**config.mk**
```make
export PLATFORM = sky130hd
export DESIGN_NAME = tx_frame_sequencer_flat
export DESIGN_NICKNAME = d
export VERILOG_FILES = /design/src/rtl/tx_seq_pkg.sv /design/src/rtl/tx_frame_sequencer_if.sv /design/src/rtl/tx_frame_sequencer_timer.sv /design/src/rtl/tx_frame_sequencer.sv /design/src/flat_wrapper.sv
export SDC_FILE = /design/constraint.sdc
export NUM_CORES = 1
export LEC_CHECK = 0
export BUFFER_PORTS_ARGS = -buffer_cell sky130_fd_sc_hd__buf_2
export CELL_PAD_IN_SITES_DETAIL_PLACEMENT = 1
export CELL_PAD_IN_SITES_GLOBAL_PLACEMENT = 1
export CORE_ASPECT_RATIO = 0.9
export CORE_MARGIN = 4
export CORE_UTILIZATION = 46
export DETAILED_ROUTE_END_ITERATION = 8
export PLACE_DENSITY = 0.79
export SLEW_MARGIN = 30
export SYNTH_ARGS = -nofsm -noshare
export SYNTH_HDL_FRONTEND = slang
export SYNTH_SLANG_ARGS = --single-unit
export TNS_END_PERCENT = 10
```
**constraint.sdc**
```tcl
create_clock -name clk_i -period 2.7 [get_ports clk_i]
set_clock_uncertainty 0.05 [all_clocks]
set_input_delay 0.135 -clock clk_i [delete_from_list [all_inputs] [get_ports clk_i]]
set_output_delay 0.135 -clock clk_i [all_outputs]
set_load 0.05 [all_outputs]
```
**src/rtl/tx_seq_pkg.sv**
```systemverilog
// Shared types and constants for the ADC-to-UART frame sequencer.
// Select codes map byte order onto the two-channel byte mux.
package tx_seq_pkg;

    typedef enum logic [2:0] {
        ST_IDLE,
        ST_SETUP,
        ST_SEND,
        ST_WAIT,
        ST_GAP,
        ST_DONE
    } state_e;

    localparam logic [1:0] SEL_DMCH0 = 2'b00;
    localparam logic [1:0] SEL_DLCH0 = 2'b01;
    localparam logic [1:0] SEL_DMCH1 = 2'b10;
    localparam logic [1:0] SEL_DLCH1 = 2'b11;

    localparam int unsigned FRAME_BYTES   = 4;
    localparam logic [1:0]  LAST_BYTE_IDX = 2'(FRAME_BYTES - 1);

    // One extra bit so the larger load value always fits, even for powers of two.
    function automatic int unsigned timer_width(input int unsigned a, input int unsigned b);
        int unsigned m;
        m = (a > b) ? a : b;
        return $clog2(m) + 1;
    endfunction

endpackage

```
**src/rtl/tx_frame_sequencer_if.sv**
```systemverilog
// Handshake bundle between the sequencer, the ADC capture logic, the byte mux and the UART.
// master = sequencer side, slave = surrounding logic.
interface tx_frame_sequencer_if;

    logic       start_i;
    logic       tx_done_i;
    logic [1:0] sel_o;
    logic       tx_start_o;
    logic       busy_o;
    logic       frame_done_o;
    logic       overrun_o;
    logic       timeout_o;

    modport master (
        input  start_i,
        input  tx_done_i,
        output sel_o,
        output tx_start_o,
        output busy_o,
        output frame_done_o,
        output overrun_o,
        output timeout_o
    );

    modport slave (
        output start_i,
        output tx_done_i,
        input  sel_o,
        input  tx_start_o,
        input  busy_o,
        input  frame_done_o,
        input  overrun_o,
        input  timeout_o
    );

endinterface

```
**src/rtl/tx_frame_sequencer_timer.sv**
```systemverilog
// Loadable down-counter shared by the WAIT timeout and the inter-byte GAP.
// A load of N keeps expired_o low for N-1 cycles, so the owning state lasts N cycles.
module seq_timer #(
    parameter int unsigned Width = 8
) (
    input  logic             clk_i,
    input  logic             rst_ni,
    input  logic             load_i,
    input  logic [Width-1:0] load_val_i,
    output logic             expired_o
);

    logic [Width-1:0] cnt_q;

    always_ff @(posedge clk_i or negedge rst_ni) begin
        if (!rst_ni) begin
            cnt_q <= '0;
        end else if (load_i) begin
            cnt_q <= load_val_i;
        end else if (cnt_q != '0) begin
            cnt_q <= cnt_q - Width'(1);
        end
    end

    assign expired_o = (cnt_q <= Width'(1));

endmodule

```
**src/rtl/tx_frame_sequencer.sv**
```systemverilog
// Walks the ADC byte mux through ch0 MSB/LSB, ch1 MSB/LSB on each sample-ready pulse,
// issuing one UART start per byte, waiting for done, then an optional inter-byte gap.
module tx_frame_sequencer
    import tx_seq_pkg::*;
#(
    parameter int unsigned GapCycles     = 16,
    parameter int unsigned TimeoutCycles = 4096
) (
    input  logic                 clk_i,
    input  logic                 rst_ni,
    tx_frame_sequencer_if.master bus
);

    localparam int unsigned        TimerW      = timer_width(GapCycles, TimeoutCycles);
    localparam logic [TimerW-1:0]  GapLoad     = TimerW'(GapCycles);
    localparam logic [TimerW-1:0]  TimeoutLoad = TimerW'(TimeoutCycles);

    state_e             state_q, state_d;
    logic [1:0]         idx_q, idx_d;
    logic               start_q;
    logic               tmr_load;
    logic [TimerW-1:0]  tmr_val;
    logic               tmr_expired;

    logic [1:0]         sel_d;
    logic               tx_start_d;
    logic               busy_d;
    logic               frame_done_d;
    logic               overrun_d;
    logic               timeout_d;

    seq_timer #(
        .Width (TimerW)
    ) u_timer (
        .clk_i      (clk_i),
        .rst_ni     (rst_ni),
        .load_i     (tmr_load),
        .load_val_i (tmr_val),
        .expired_o  (tmr_expired)
    );

    // start_i is captured only while idle; a start seen while busy becomes an overrun instead.
    always_ff @(posedge clk_i or negedge rst_ni) begin
        if (!rst_ni) begin
            state_q          <= ST_IDLE;
            idx_q            <= '0;
            start_q          <= 1'b0;
            bus.sel_o        <= SEL_DMCH0;
            bus.tx_start_o   <= 1'b0;
            bus.busy_o       <= 1'b0;
            bus.frame_done_o <= 1'b0;
            bus.overrun_o    <= 1'b0;
            bus.timeout_o    <= 1'b0;
        end else begin
            state_q          <= state_d;
            idx_q            <= idx_d;
            start_q          <= bus.start_i & ~bus.busy_o;
            bus.sel_o        <= sel_d;
            bus.tx_start_o   <= tx_start_d;
            bus.busy_o       <= busy_d;
            bus.frame_done_o <= frame_done_d;
            bus.overrun_o    <= overrun_d;
            bus.timeout_o    <= timeout_d;
        end
    end

    always_comb begin
        state_d  = state_q;
        idx_d    = idx_q;
        tmr_load = 1'b0;
        tmr_val  = TimeoutLoad;
        unique case (state_q)
            ST_IDLE: begin
                idx_d = '0;
                if (start_q) state_d = ST_SETUP;
            end
            ST_SETUP: state_d = ST_SEND;
            ST_SEND: begin
                state_d  = ST_WAIT;
                tmr_load = 1'b1;
                tmr_val  = TimeoutLoad;
            end
            ST_WAIT: begin
                // A done arriving on the expiry cycle still completes the byte.
                if (bus.tx_done_i) begin
                    if (idx_q == LAST_BYTE_IDX) begin
                        state_d = ST_DONE;
                        idx_d   = '0;
                    end else begin
                        idx_d = idx_q + 2'd1;
                        if (GapCycles == 0) begin
                            state_d = ST_SETUP;
                        end else begin
                            state_d  = ST_GAP;
                            tmr_load = 1'b1;
                            tmr_val  = GapLoad;
                        end
                    end
                end else if (tmr_expired) begin
                    state_d = ST_IDLE;
                    idx_d   = '0;
                end
            end
            ST_GAP: begin
                if (tmr_expired) state_d = ST_SETUP;
            end
            ST_DONE: begin
                state_d = ST_IDLE;
                idx_d   = '0;
            end
            default: begin
                state_d = ST_IDLE;
                idx_d   = '0;
            end
        endcase
    end

    // Outputs are decoded from the next state so the registered copies line up with the state.
    always_comb begin
        sel_d = SEL_DMCH0;
        unique case (idx_d)
            2'd0:    sel_d = SEL_DMCH0;
            2'd1:    sel_d = SEL_DLCH0;
            2'd2:    sel_d = SEL_DMCH1;
            default: sel_d = SEL_DLCH1;
        endcase
        tx_start_d   = (state_d == ST_SEND);
        busy_d       = (state_d != ST_IDLE);
        frame_done_d = (state_d == ST_DONE);
        timeout_d    = (state_q == ST_WAIT) && !bus.tx_done_i && tmr_expired;
        overrun_d    = (bus.start_i && bus.busy_o) || (start_q && (state_q != ST_IDLE));
    end

endmodule

```
**src/flat_wrapper.sv**
```systemverilog
// flat-port wrapper written by rule: the top's interface ports become plain ports
module tx_frame_sequencer_flat import tx_seq_pkg::*;
#(
    parameter int unsigned GapCycles     = 16,
    parameter int unsigned TimeoutCycles = 4096
)
  (clk_i, rst_ni, bus_start_i, bus_tx_done_i, bus_sel_o, bus_tx_start_o, bus_busy_o, bus_frame_done_o, bus_overrun_o, bus_timeout_o);
  tx_frame_sequencer_if bus_i ();
  input  logic clk_i;
  input  logic rst_ni;
  input wire logic [$bits(bus_i.start_i)-1:0] bus_start_i;
  input wire logic [$bits(bus_i.tx_done_i)-1:0] bus_tx_done_i;
  output wire logic [$bits(bus_i.sel_o)-1:0] bus_sel_o;
  output wire logic [$bits(bus_i.tx_start_o)-1:0] bus_tx_start_o;
  output wire logic [$bits(bus_i.busy_o)-1:0] bus_busy_o;
  output wire logic [$bits(bus_i.frame_done_o)-1:0] bus_frame_done_o;
  output wire logic [$bits(bus_i.overrun_o)-1:0] bus_overrun_o;
  output wire logic [$bits(bus_i.timeout_o)-1:0] bus_timeout_o;
  assign bus_i.start_i = bus_start_i;
  assign bus_i.tx_done_i = bus_tx_done_i;
  assign bus_sel_o = bus_i.sel_o;
  assign bus_tx_start_o = bus_i.tx_start_o;
  assign bus_busy_o = bus_i.busy_o;
  assign bus_frame_done_o = bus_i.frame_done_o;
  assign bus_overrun_o = bus_i.overrun_o;
  assign bus_timeout_o = bus_i.timeout_o;
  tx_frame_sequencer #(.GapCycles(GapCycles), .TimeoutCycles(TimeoutCycles)) u_core (.clk_i(clk_i), .rst_ni(rst_ni), .bus(bus_i));
endmodule
```
==> metrics.csv, run 1 <==
stage,metric,value,unit
timing,setup-violations-final,0,
global_route,grt_overflow_total,0,
timing,finalHoldViolCount,0,
final_layout,synthToLayoutAreaGrowth,7.83,%
detailed_routing,via_per_inst,5.80,
clocking,cts_root_buffer,clkbuf_4,
synthesis,ys_async_sr_fraction,100,%
die,die_x,65.3,um
clocking,cts_tree,done,
detailed_routing,post_drt_wl_per_cell,16.5,um
timing,holdWs,0.134,ns
power_and_ir_drop,p_leak,0.550,nW
die,num_io_pins,11,
clocking,post_cts.resized_instances,0,
hold_path,hp-class,in2reg,
timing,worstMarginPinSlew,0.576,ns
synthesis,synth_warnings,0,
setup_path,slowest_delay,0.59,ns
global_route,grt_max_degree,26,
power_and_ir_drop,power,0.000560,W
timing,finalCritPeriodShare,81.4,%
synthesis,yosys-top-cells-count,"dfrtp_1, a21oi_1, nor2_1, nor3_1, inv_1",
power_and_ir_drop,ir_drop,0.182,mV
detailed_routing,first_pass_iters,4,
timing,setup_ws,0.502,ns
synthesis,synth_edf_count,0,
detailed_routing,vias,1055,
global_route,use_met1,23.6,%
die,die_y,59.5,um
global_route,grt_pass1_wl,5420,um
synthesis,synth.most_common_cell,dfrtp_1,
die,rows,18,
synthesis,seq_area_frac_synth,46.1,%
detailed_routing,drc,0,
clocking,cts-buffers-inserted,3,
setup_path,start_kind,register,
timing,fin_setup_tns,0,ns
final_layout,final_cells,182,
place,io_buffer_count,10,
synthesis,ys_top_cells_by_area,"dfrtp_1, a21oi_1, ha_1",
setup_path,cp.required,2.85,ns
clocking,clockBufferDepth,2,
timing,max_freq,455,MHz
place,hpwl,2180,um
setup_path,worstSetupEndpointType,register,
detailed_routing,routed_wl,3010,um
clocking,h-tree-depth,1,
clocking,clk_pin_slew,0.14,ns
global_route,met2_usage,29.6,%
synthesis,ys.flop_type,dfrtp_1,
setup_path,crit_type,reg2reg,
synthesis,syn-cell-area,1360,um2
final_layout,antenna_cells,0,
setup_path,crit_chain,"inv_1, ha_1, or4b_1, o41ai_2, xor2_1, a21oi_1",
setup_path,critPathSlowestCell,or4b_1,
synthesis,yosysTopAreaCellShare,46.1,%
die,dieArea,3890,um2
clocking,cts.sinks,25,
detailed_routing,drt_first_iter_violations,47,
setup_path,critPathMaxFanout,6,
global_route,grt_pass1_vias,1104,
die,initial_core_util,48.6,%
detailed_routing,antenna_left,0,
timing,period_needed,2.20,ns
synthesis,synth_cells,134,
flow_run,drv_cap,0,
final_layout,drive_gt1_share,16.2,%
place,dp_slack,0.522,ns
outcome,outcome,"finished, final reports clean",
global_route,grt_usage,18.1,%
timing,relSlewSlack,61.5,%
synthesis,syn_nets,142,
global_route,busiest_layer,met2,
clocking,insertion_delay,0.32,ns
global_route,antenna_found_initial,0,
place,gp_congestion,0.884,
die,fp.coreArea,2790,um2
power_and_ir_drop,power.density,382,nW/um2
synthesis,synth-seq-cells,25,
global_route,grtUsageMet3,4.17,%
setup_path,critPathArrivalTime,2.35,ns
final_layout,fill_cells,340,
synthesis,yosys.area.top_type,dfrtp_1,
synthesis,syn-mean-instance-area,10.1,um2
synthesis,yosys.cell_types.count,41,
timing,grt_setup_unrepaired,no,
place,dp_cells,176,
timing,maxSlewViolCount,0,
final_layout,nNetsFinal,151,
[kinds of logic (layout without fill, tap and decap cells)]
kind of cell | count (synthesis) | after routing | share of synthesized area [%]
compound gates | 36 | 36 | 19.4
flops | 25 | 25 | 46.1
simple gates | 48 | 48 | 21.9
xor+xnor | 6 | 6 | 3.87
buf+inv | 15 | 23 | 4.98
fa+ha+maj | 4 | 4 | 3.69
[state kept, by name, summed over array words and instances (netlist names)]
signal                   cells
u_core.bus.timeout_o         1
u_core.u_timer.cnt_q        13
u_core.bus.overrun_o         1
u_core.bus.busy_o            1
u_core.bus.sel_o             1
u_core.bus.frame_done_o      1
u_core.state_q               3
u_core.idx_q                 2
u_core.bus.tx_start_o        1
u_core.start_q               1
[through the flow]
stage	area, um2	util (%)
3_5_place_dp	1420	50.7
6_report	1460	52.4
2_1_floorplan	1360	-
4_1_cts	1460	52.4
3_3_place_gp	1420	50.7
5_1_grt	1460	52.4
[where the power goes]
part           switching (W)  leakage (nW)  internal, W   total, W
clock network       0.000112        0.0177    0.0000554   0.000167
logic              0.0000127         0.242   0.00000458  0.0000173
registers        0.000000236         0.291     0.000375   0.000375
[cell type report]
type | count | area [um2] | share of cell area (%)
inverter | 7 | 26.3 | 1.79
timing repair buffer | 12 | 70.1 | 4.79
sequential | 25 | 626 | 42.7
multi-input combinational | 94 | 664 | 45.4
clock inverter | 1 | 5.00 | 0.342
tap | 40 | 50.0 | 3.42
clock buffer | 3 | 22.5 | 1.54
[final timing paths]
kind | from | to | slack (ns) | depth (start not counted)
min in group asynchronous | rst_ni | u_core.u_timer.cnt_q[10]$_DFFE_PN0P_ | 0.26 | 2
worst max register to register | u_core.u_timer.cnt_q[0]$_DFFE_PN0P_ | u_core.u_timer.cnt_q[4]$_DFFE_PN0P_ | 0.50 | 6
max in group asynchronous | rst_ni | u_core.state_q[2]$_DFF_PN0_ | 1.96 | 2
worst max-delay path | u_core.u_timer.cnt_q[0]$_DFFE_PN0P_ | u_core.u_timer.cnt_q[4]$_DFFE_PN0P_ | 0.50 | 6
worst min register to register | u_core.bus.busy_o$_DFF_PN0_ | u_core.start_q$_DFF_PN0_ | 0.42 | 1
worst min-delay path | bus_tx_done_i | u_core.bus.timeout_o$_DFF_PN0_ | 0.13 | 3
[cell usage in the layout (no fill, tap or decap), types with 2 or more instances in the layout]
master         count
xor2_1             4
nor3b_1            2
nor4_1             3
o31ai_1            4
buf_2             10
dlygate4sd3_1      2
o32ai_1            2
o21ai_0            5
dfrtp_1           25
nor2_1             8
clkbuf_4           3
or4_4              2
or4_1              3
nor3_1             8
or3_1              6
xnor2_1            2
a21oi_1           12
inv_1              7
a31oi_1            2
nor2b_1            2
ha_1               4
nand2_1            5
o311ai_2           2
[timing repair]
item | CTS | global route
hold buffers | 2 | 0
setup buffers | 0 | 0
endpoints found under the hold margin | 27 | 0
[critical path: cells and delay by family (launching register included)]
family / cells / cell delay [ns]
flops: 1 / 0.46
buf+inv: 1 / 0.13
fa+ha+maj: 1 / 0.15
xor+xnor: 1 / 0.19
simple gates: 1 / 0.59
compound gates: 2 / 0.50
[per-layer routing]
layer	wire, um	vias to the layer above
met3	77	7
met2	1480	19
met1	1380	512
met5	0	-
li1	-	517
met4	72	0
(Power assumes the default switching activity.)
==> inputs of run 2 (changes only) <==
Settings changed: ABC_AREA from default to 1, CORE_UTILIZATION 46 to 44, PLACE_DENSITY 0.79 to 0.78.
Clock period 2.7 ns to 2.3 ns, I/O delays scaled along.
==> run 2 against run 1 <==
- utilization shrank 1.5 points
- non-clock buffer count is the same
- via count grew 6.6%
- total power grew to 4.0 times the previous value
- register-to-register slack gained 0.20 ns
- worst hold slack lost 0.056 ns
- synthesized cell count grew 27%
- sequential power grew 110%
- critical endpoint is now u_core.u_timer.cnt_q[12]$_DFFE_PN0P_
==> metrics.csv, run 2 <==
stage,metric,value,unit,change
place,dp_slack,0.727,ns,+0.205 ns
clocking,hold_buffers,2,,unchanged
timing,grt_setup_unrepaired,no,,
setup_path,path_delay_family,simple AND/OR/NAND/NOR gates,,
global_route,grt_pass1_vias,1229,,+11%
detailed_routing,drt_first_iter_violations,42,,-11%
setup_path,critPathArrivalTime,1.82,ns,-0.53 ns
outcome,outcome,"finished, final reports clean",,
setup_path,crit_chain,"inv_1, ha_1, nand2_2, nor2_2, nand3_1, nand2_1, nand3_1, a21oi_1",,
detailed_routing,antenna_left,0,,unchanged
synthesis,ys.flop_type,dfrtp_1,,
detailed_routing,drc,0,,unchanged
clocking,clk_pin_slew,0.15,ns,about the same
synthesis,yosys-top-cells-count,"nand2_1, dfrtp_1, nor2_1",,
synthesis,ys_top_cells_by_area,"dfrtp_1, nand2_1, nor2_1",,
timing,period_needed,1.59,ns,-0.605 ns
final_layout,synthToLayoutAreaGrowth,10.2,%,
flow_run,drv_cap,0,,unchanged
global_route,grt_pass1_wl,5610,um,+3.6%
clocking,cts_root_buffer,clkbuf_4,,
clocking,cts.sinks,25,,unchanged
setup_path,critPathMaxFanout,5,,-1
global_route,grt_usage,17.8,%,-0.37 points
timing,setup-violations-final,0,,unchanged
die,num_io_pins,11,,unchanged
final_layout,drive_gt1_share,21.1,%,+4.9 points
place,dpl-instance-area,1520,um2,+7.6%
timing,relSlewSlack,62.3,%,+0.76 points
timing,holdWs,0.0786,ns,-0.0557 ns
detailed_routing,via_per_inst,4.96,,-15%
synthesis,synth_warnings,0,,unchanged
final_layout,fill_cells,392,,+15%
power_and_ir_drop,power.density,1410,nW/um2,+270%
synthesis,synth_edf_count,0,,unchanged
setup_path,rrSetupSlack,0.71,ns,+0.20 ns
setup_path,worstReg2RegStart,u_core.u_timer.cnt_q[0]$_DFFE_PN0P_,,
timing,finalCritPeriodShare,69.3,%,-12 points
final_layout,regArea,626,um2,unchanged
final_layout,nNetsFinal,194,,+28%
timing,maxSlewViolCount,0,,unchanged
synthesis,syn_nets,178,,+25%
setup_path,slowest_delay,0.47,ns,-0.12 ns
timing,setup_ws,0.707,ns,+0.205 ns
final_layout,largest_reg_flops,13,,unchanged
die,die_y,62.1,um,+4.2%
final_layout,design_area,1570,um2,+7.5%
power_and_ir_drop,ir_drop,0.576,mV,+220%
synthesis,synth_cells,170,,+27%
final_layout,reg_top3,"u_core.u_timer.cnt_q: 13 flops, u_core.state_q: 3 flops, u_core.idx_q: 2 flops",,
clocking,clockBufferDepth,2,,unchanged
global_route,antenna_found_initial,0,,unchanged
synthesis,syn-cell-area,1430,um2,+5.3%
setup_path,startpoint,u_core.u_timer.cnt_q[0]$_DFFE_PN0P_,,
global_route,grt_overflow_total,0,,unchanged
detailed_routing,vias,1125,,+6.6%
place,io_buffer_count,10,,unchanged
die,rows,19,,+1
clocking,cts_tree,done,,
place,hpwl,2500,um,+15%
setup_path,critPathSlowestCell,dfrtp_1,,
final_layout,layout_commonest_cell,nand2_1,,
timing,worstMarginPinSlew,0.566,ns,-0.0102 ns
die,initial_core_util,46.2,%,-2.4 points
hold_path,holdCritStartpoint,bus_tx_done_i,,
final_layout,antenna_cells,0,,unchanged
setup_path,critPathBufInv,1,,unchanged
final_layout,final_core_util,50.9,%,-1.5 points
power_and_ir_drop,p_leak,0.854,nW,+55%
setup_path,worstSetupEndpointType,register,,
timing,max_freq,628,MHz,+38%
synthesis,yosys.cell_types.count,30,,-27%
die,fp.coreArea,3090,um2,+11%
synthesis,seq_area_frac_synth,43.8,%,-2.3 points
synthesis,ys_async_sr_fraction,100,%,unchanged
setup_path,crit_type,reg2reg,,
place,gp_congestion,0.880,,-0.50%
detailed_routing,routed_wl,3150,um,+4.7%
synthesis,yosys.area.top_type,dfrtp_1,,
final_layout,final_cell_mix,"nand2_1, dfrtp_1, nor2_1",,
global_route,grt_max_degree,26,,unchanged
clocking,insertion_delay,0.33,ns,about the same
die,die_x,68.1,um,+4.3%
detailed_routing,post_drt_wl_per_cell,13.9,um,-16%
timing,finalHoldViolCount,0,,unchanged
final_layout,multi_input_area,693,um2,+4.3%
clocking,post_cts_buffers,0,,unchanged
timing,fin_setup_tns,0,ns,unchanged
setup_path,cp.required,2.53,ns,-0.32 ns
detailed_routing,first_pass_iters,4,,unchanged
setup_path,timing.critical_path.mode_cell,nand3_1,,
synthesis,syn-mean-instance-area,8.41,um2,-17%
final_layout,top_register,u_core.u_timer.cnt_q,,
clocking,h-tree-depth,1,,unchanged
hold_path,hp-class,in2reg,,
synthesis,yosysTopAreaCellShare,43.8,%,-2.3 points
die,dieArea,4220,um2,+8.7%
clocking,cts-buffers-inserted,3,,unchanged
synthesis,synth-seq-cells,25,,unchanged
clocking,post_cts.resized_instances,0,,unchanged
setup_path,start_kind,register,,
synthesis,synth.most_common_cell,nand2_1,,
==> run 2: changes by cell type in the layout (fill, tap and decap cells not counted), moves of 4 or more <==
cell / delta
nand2_1: +30
nor2_1: +16
inv_1: +14
a21oi_1: -11
nand3_1: +9
or3_1: -6
nor2_2: +5
inv_2: +4
nand2_2: +4
nor3_1: -4
o31ai_1: -4
==> run 2: final timing paths <==
kind | to | cells past startpoint
hold reg to reg | u_core.start_q$_DFF_PN0_ | 1
setup / recovery | u_core.u_timer.cnt_q[12]$_DFFE_PN0P_ | 8
setup reg to reg | u_core.u_timer.cnt_q[12]$_DFFE_PN0P_ | 8
min in group asynchronous | u_core.u_timer.cnt_q[6]$_DFFE_PN0P_ | 2
hold / removal | u_core.bus.frame_done_o$_DFF_PN0_ | 3
max in group asynchronous | u_core.bus.frame_done_o$_DFF_PN0_ | 2
==> run 2: cell type report <==
| class | instances | share of cell area [%] |
|---|---|---|
| Timing Repair Buffer | 12 | 4.45 |
| Clock inverter | 1 | 0.477 |
| Clock buffer | 3 | 1.43 |
| Tap cell | 42 | 3.34 |
| Sequential cell | 25 | 39.7 |
| Multi-Input combinational cell | 118 | 44.0 |
| Inverter | 26 | 6.52 |
==> run 2: power breakdown <==
part	total (W)	switching, W	internal, W
clock	0.000214	0.000148	0.0000667
combinational	0.00122	0.000821	0.000401
sequential	0.000779	0.000174	0.000604
total	0.00221	0.00114	0.00107
==> run 2: tightest hold or removal path, stage by stage <==
cell and delay (ns):
buf_2 0.14, nand4_4 0.11, nor2_1 0.07
==> run 2: through the flow <==
step,power (W),std cells
global placement,0.00196,221
global route,0.00243,227
floorplan,0.00173,170
detailed placement,0.00201,221
CTS,0.00224,227
finish,0.00221,227
==> run 2: routing by layer <==
metal / global-route usage, % / up-vias / routed length (um)
met5: 0 / - / 0
met4: 5.95 / 0 / 36
met3: 2.52 / 4 / 83
met2: 29.8 / 14 / 1450
met1: 23.7 / 549 / 1580
li1: - / 558 / -
==> run 2: cell families (layout without fill, tap and decap cells) <==
logic type / after synthesis / after routing / synth area share, %
xor+xnor: 9 / 9 / 5.52
compound gates: 9 / 9 / 3.94
simple gates: 96 / 96 / 35.6
fa+ha+maj: 4 / 4 / 3.50
buf+inv: 27 / 42 / 7.71
flops: 25 / 25 / 43.8
==> inputs of run 3 (changes only) <==
Settings changed: ABC_AREA 1 to 0, CORE_UTILIZATION 44 to 46, PLACE_DENSITY 0.78 to 0.79.
Clock period 2.3 ns to 1.66 ns, I/O delays scaled along.
==> run 3 against run 2 <==
- the run now ends with setup timing left
- clock power up 34%
- global-route usage rose by 9.3 points
- register-to-register slack worse by 1.2 ns
- clock-buffer cell count is the same
- sequential share of layout area decreased by 6.0 points
- sequential cell count is the same
- sequential power fell by 22%
- largest cell class unchanged
==> metrics.csv, run 3 (same netlist as run 1, synthesis figures left out) <==
stage,metric,value,unit,change
outcome,outcome,"complete, but fails checks",,
outcome,failed_checks,setup timing,,
setup_path,critPathArrivalTime,2.31,ns,+0.49 ns
detailed_routing,first_pass_iters,4,,unchanged
clocking,clockBufferDepth,2,,unchanged
clocking,h-tree-depth,1,,unchanged
power_and_ir_drop,power.density,500,nW/um2,-64%
power_and_ir_drop,power,0.000927,W,-58%
power_and_ir_drop,ir_drop,0.379,mV,-34%
place,io_buffer_count,10,,unchanged
setup_path,start_kind,register,,
setup_path,critPathMaxFanout,6,,+1
hold_path,hp-class,in2reg,,
timing,finalCritPeriodShare,127,%,+58 points
flow_run,drv_cap,0,,unchanged
final_layout,top_register,u_core.u_timer.cnt_q,,
place,dpl-instance-area,1670,um2,+9.4%
die,num_io_pins,11,,unchanged
final_layout,nNetsFinal,188,,-3.1%
global_route,grt_pass1_wl,7770,um,+39%
global_route,grt_overflow_total,0,,unchanged
timing,period_needed,2.11,ns,+0.521 ns
clocking,cts_root_buffer,clkbuf_4,,
final_layout,final_core_util,66.4,%,+15 points
final_layout,largest_reg_flops,13,,unchanged
place,gp_congestion,0.815,,-7.4%
final_layout,design_area,1850,um2,+18%
detailed_routing,routed_wl,4700,um,+49%
timing,fin_setup_tns,-6.90,ns,-6.90 ns
final_layout,synthToLayoutAreaGrowth,36.6,%,
die,dieArea,3890,um2,-8.0%
detailed_routing,drc,0,,unchanged
final_layout,antenna_cells,0,,unchanged
place,hpwl,2720,um,+8.9%
final_layout,reg_top3,"u_core.u_timer.cnt_q: 13 flops, u_core.state_q: 3 flops, u_core.idx_q: 2 flops",,
timing,grt_setup_unrepaired,yes,,
timing,setup-violations-final,21,,+21
detailed_routing,met1Wirelength,1960,um,+24%
power_and_ir_drop,p_leak,0.747,nW,-13%
die,die_x,65.3,um,-4.1%
global_route,antenna_found_initial,0,,unchanged
detailed_routing,vias,1314,,+17%
timing,maxSlewViolCount,0,,unchanged
setup_path,cp.required,1.85,ns,-0.68 ns
detailed_routing,wl_met3,141,um,+70%
clocking,cts_tree,done,,
timing,max_freq,473,MHz,-25%
timing,finalHoldViolCount,0,,unchanged
clocking,clk_pin_slew,0.14,ns,about the same
final_layout,final_cell_mix,"buf_4, dfrtp_1, buf_2",,
timing,setup_ws,-0.454,ns,-1.16 ns
detailed_routing,wl_met2,2430,um,+67%
detailed_routing,drt_first_iter_violations,63,,+50%
clocking,cts.sinks,25,,unchanged
die,initial_core_util,48.6,%,+2.4 points
clocking,cts-buffers-inserted,3,,unchanged
detailed_routing,post_drt_wl_per_cell,21.5,um,+55%
timing,holdWs,0.0824,ns,+0.00384 ns
die,fp.coreArea,2790,um2,-9.6%
setup_path,worstSetupEndpointType,register,,
timing,worstMarginPinSlew,0.611,ns,+0.0449 ns
die,rows,18,,-1
die,die_y,59.5,um,-4.1%
global_route,grt_max_degree,26,,unchanged
detailed_routing,via_per_inst,6.00,,+21%
global_route,grt_pass1_vias,1492,,+21%
final_layout,drive_gt1_share,43.0,%,+22 points
clocking,insertion_delay,0.33,ns,about the same
final_layout,layout_commonest_cell,buf_4,,
timing,relSlewSlack,59.0,%,-3.3 points
detailed_routing,top_layer_used,met4,,
setup_path,crit_type,reg2reg,,
detailed_routing,antenna_left,0,,unchanged
global_route,grt_usage,27.0,%,+9.3 points
-- run 3: changes by cell type in the layout (fill, tap and decap cells not counted), sizes merged, moves of 3 or more --
cell   previous run  this run
o31ai             0         4
or4               0         5
a21oi             1        12
nand4             3         0
or3               0         6
nor2             32         8
inv              25         7
nand2            40         5
buf              10        47
nor4              0         4
xor2              7         4
nand3            11         1
-- run 3: final cells by class --
type	instances	area (um2)
clock buffers	3	22.5
multi-input cells	94	766
repair buffers	49	359
inverters	7	26.3
well taps	40	50.0
clock inverters	1	5.00
fillers	314	938
flip-flops and latches	25	626
-- run 3: final timing paths --
path	startpoint	end	slack, ns	depth (start not counted)
setup / recovery	u_core.u_timer.cnt_q[1]$_DFFE_PN0P_	u_core.u_timer.cnt_q[1]$_DFFE_PN0P_	-0.45	5
hold / removal	bus_tx_done_i	u_core.bus.busy_o$_DFF_PN0_	0.08	3
setup reg to reg	u_core.u_timer.cnt_q[1]$_DFFE_PN0P_	u_core.u_timer.cnt_q[1]$_DFFE_PN0P_	-0.45	5
hold reg to reg	u_core.bus.busy_o$_DFF_PN0_	u_core.start_q$_DFF_PN0_	0.43	1
max in group asynchronous	rst_ni	u_core.idx_q[0]$_DFF_PN0_	0.96	2
min in group asynchronous	rst_ni	u_core.u_timer.cnt_q[3]$_DFFE_PN0P_	0.22	2
-- run 3: through the flow --
stage	worst slack (ns)	instances
floorplan	-0.291	134
global placement	-0.261	209
detailed placement	-0.349	209
global route	-0.495	219
finish	-0.454	219
CTS	-0.330	219
-- run 3: per-layer routing --
layer  GRT usage [%]  vias to the layer above
met5               0                        -
met2            50.2                       28
met3            5.50                       16
li1                -                      594
met1            30.6                      676
met4            10.1                        0
-- run 3: repair_timing --
item | 4_1_cts | 5_1_grt
pin swaps | 9 | 2
resized for setup | 19 | 5
endpoints found under the hold margin | 27 | 0
gates cloned | 0 | 0
buffers inserted | 4 | 0
hold buffers | 2 | 0
endpoints found under the setup margin | 21 | 21
-- run 3: where the power goes --
part | switching (W) | total [W] | internal, W
clock network | 0.000196 | 0.000287 | 0.0000907
logic | 0.0000220 | 0.0000294 | 0.00000744
registers | 0.000000247 | 0.000611 | 0.000610
total | 0.000219 | 0.000927 | 0.000708
-- run 3: worst max-delay path: stages (launching register included) --
cell and delay (ns):
dfrtp_1 0.46, inv_2 0.10, ha_4 0.12, or4b_4 0.54
or4_4 0.47, a211oi_2 0.29
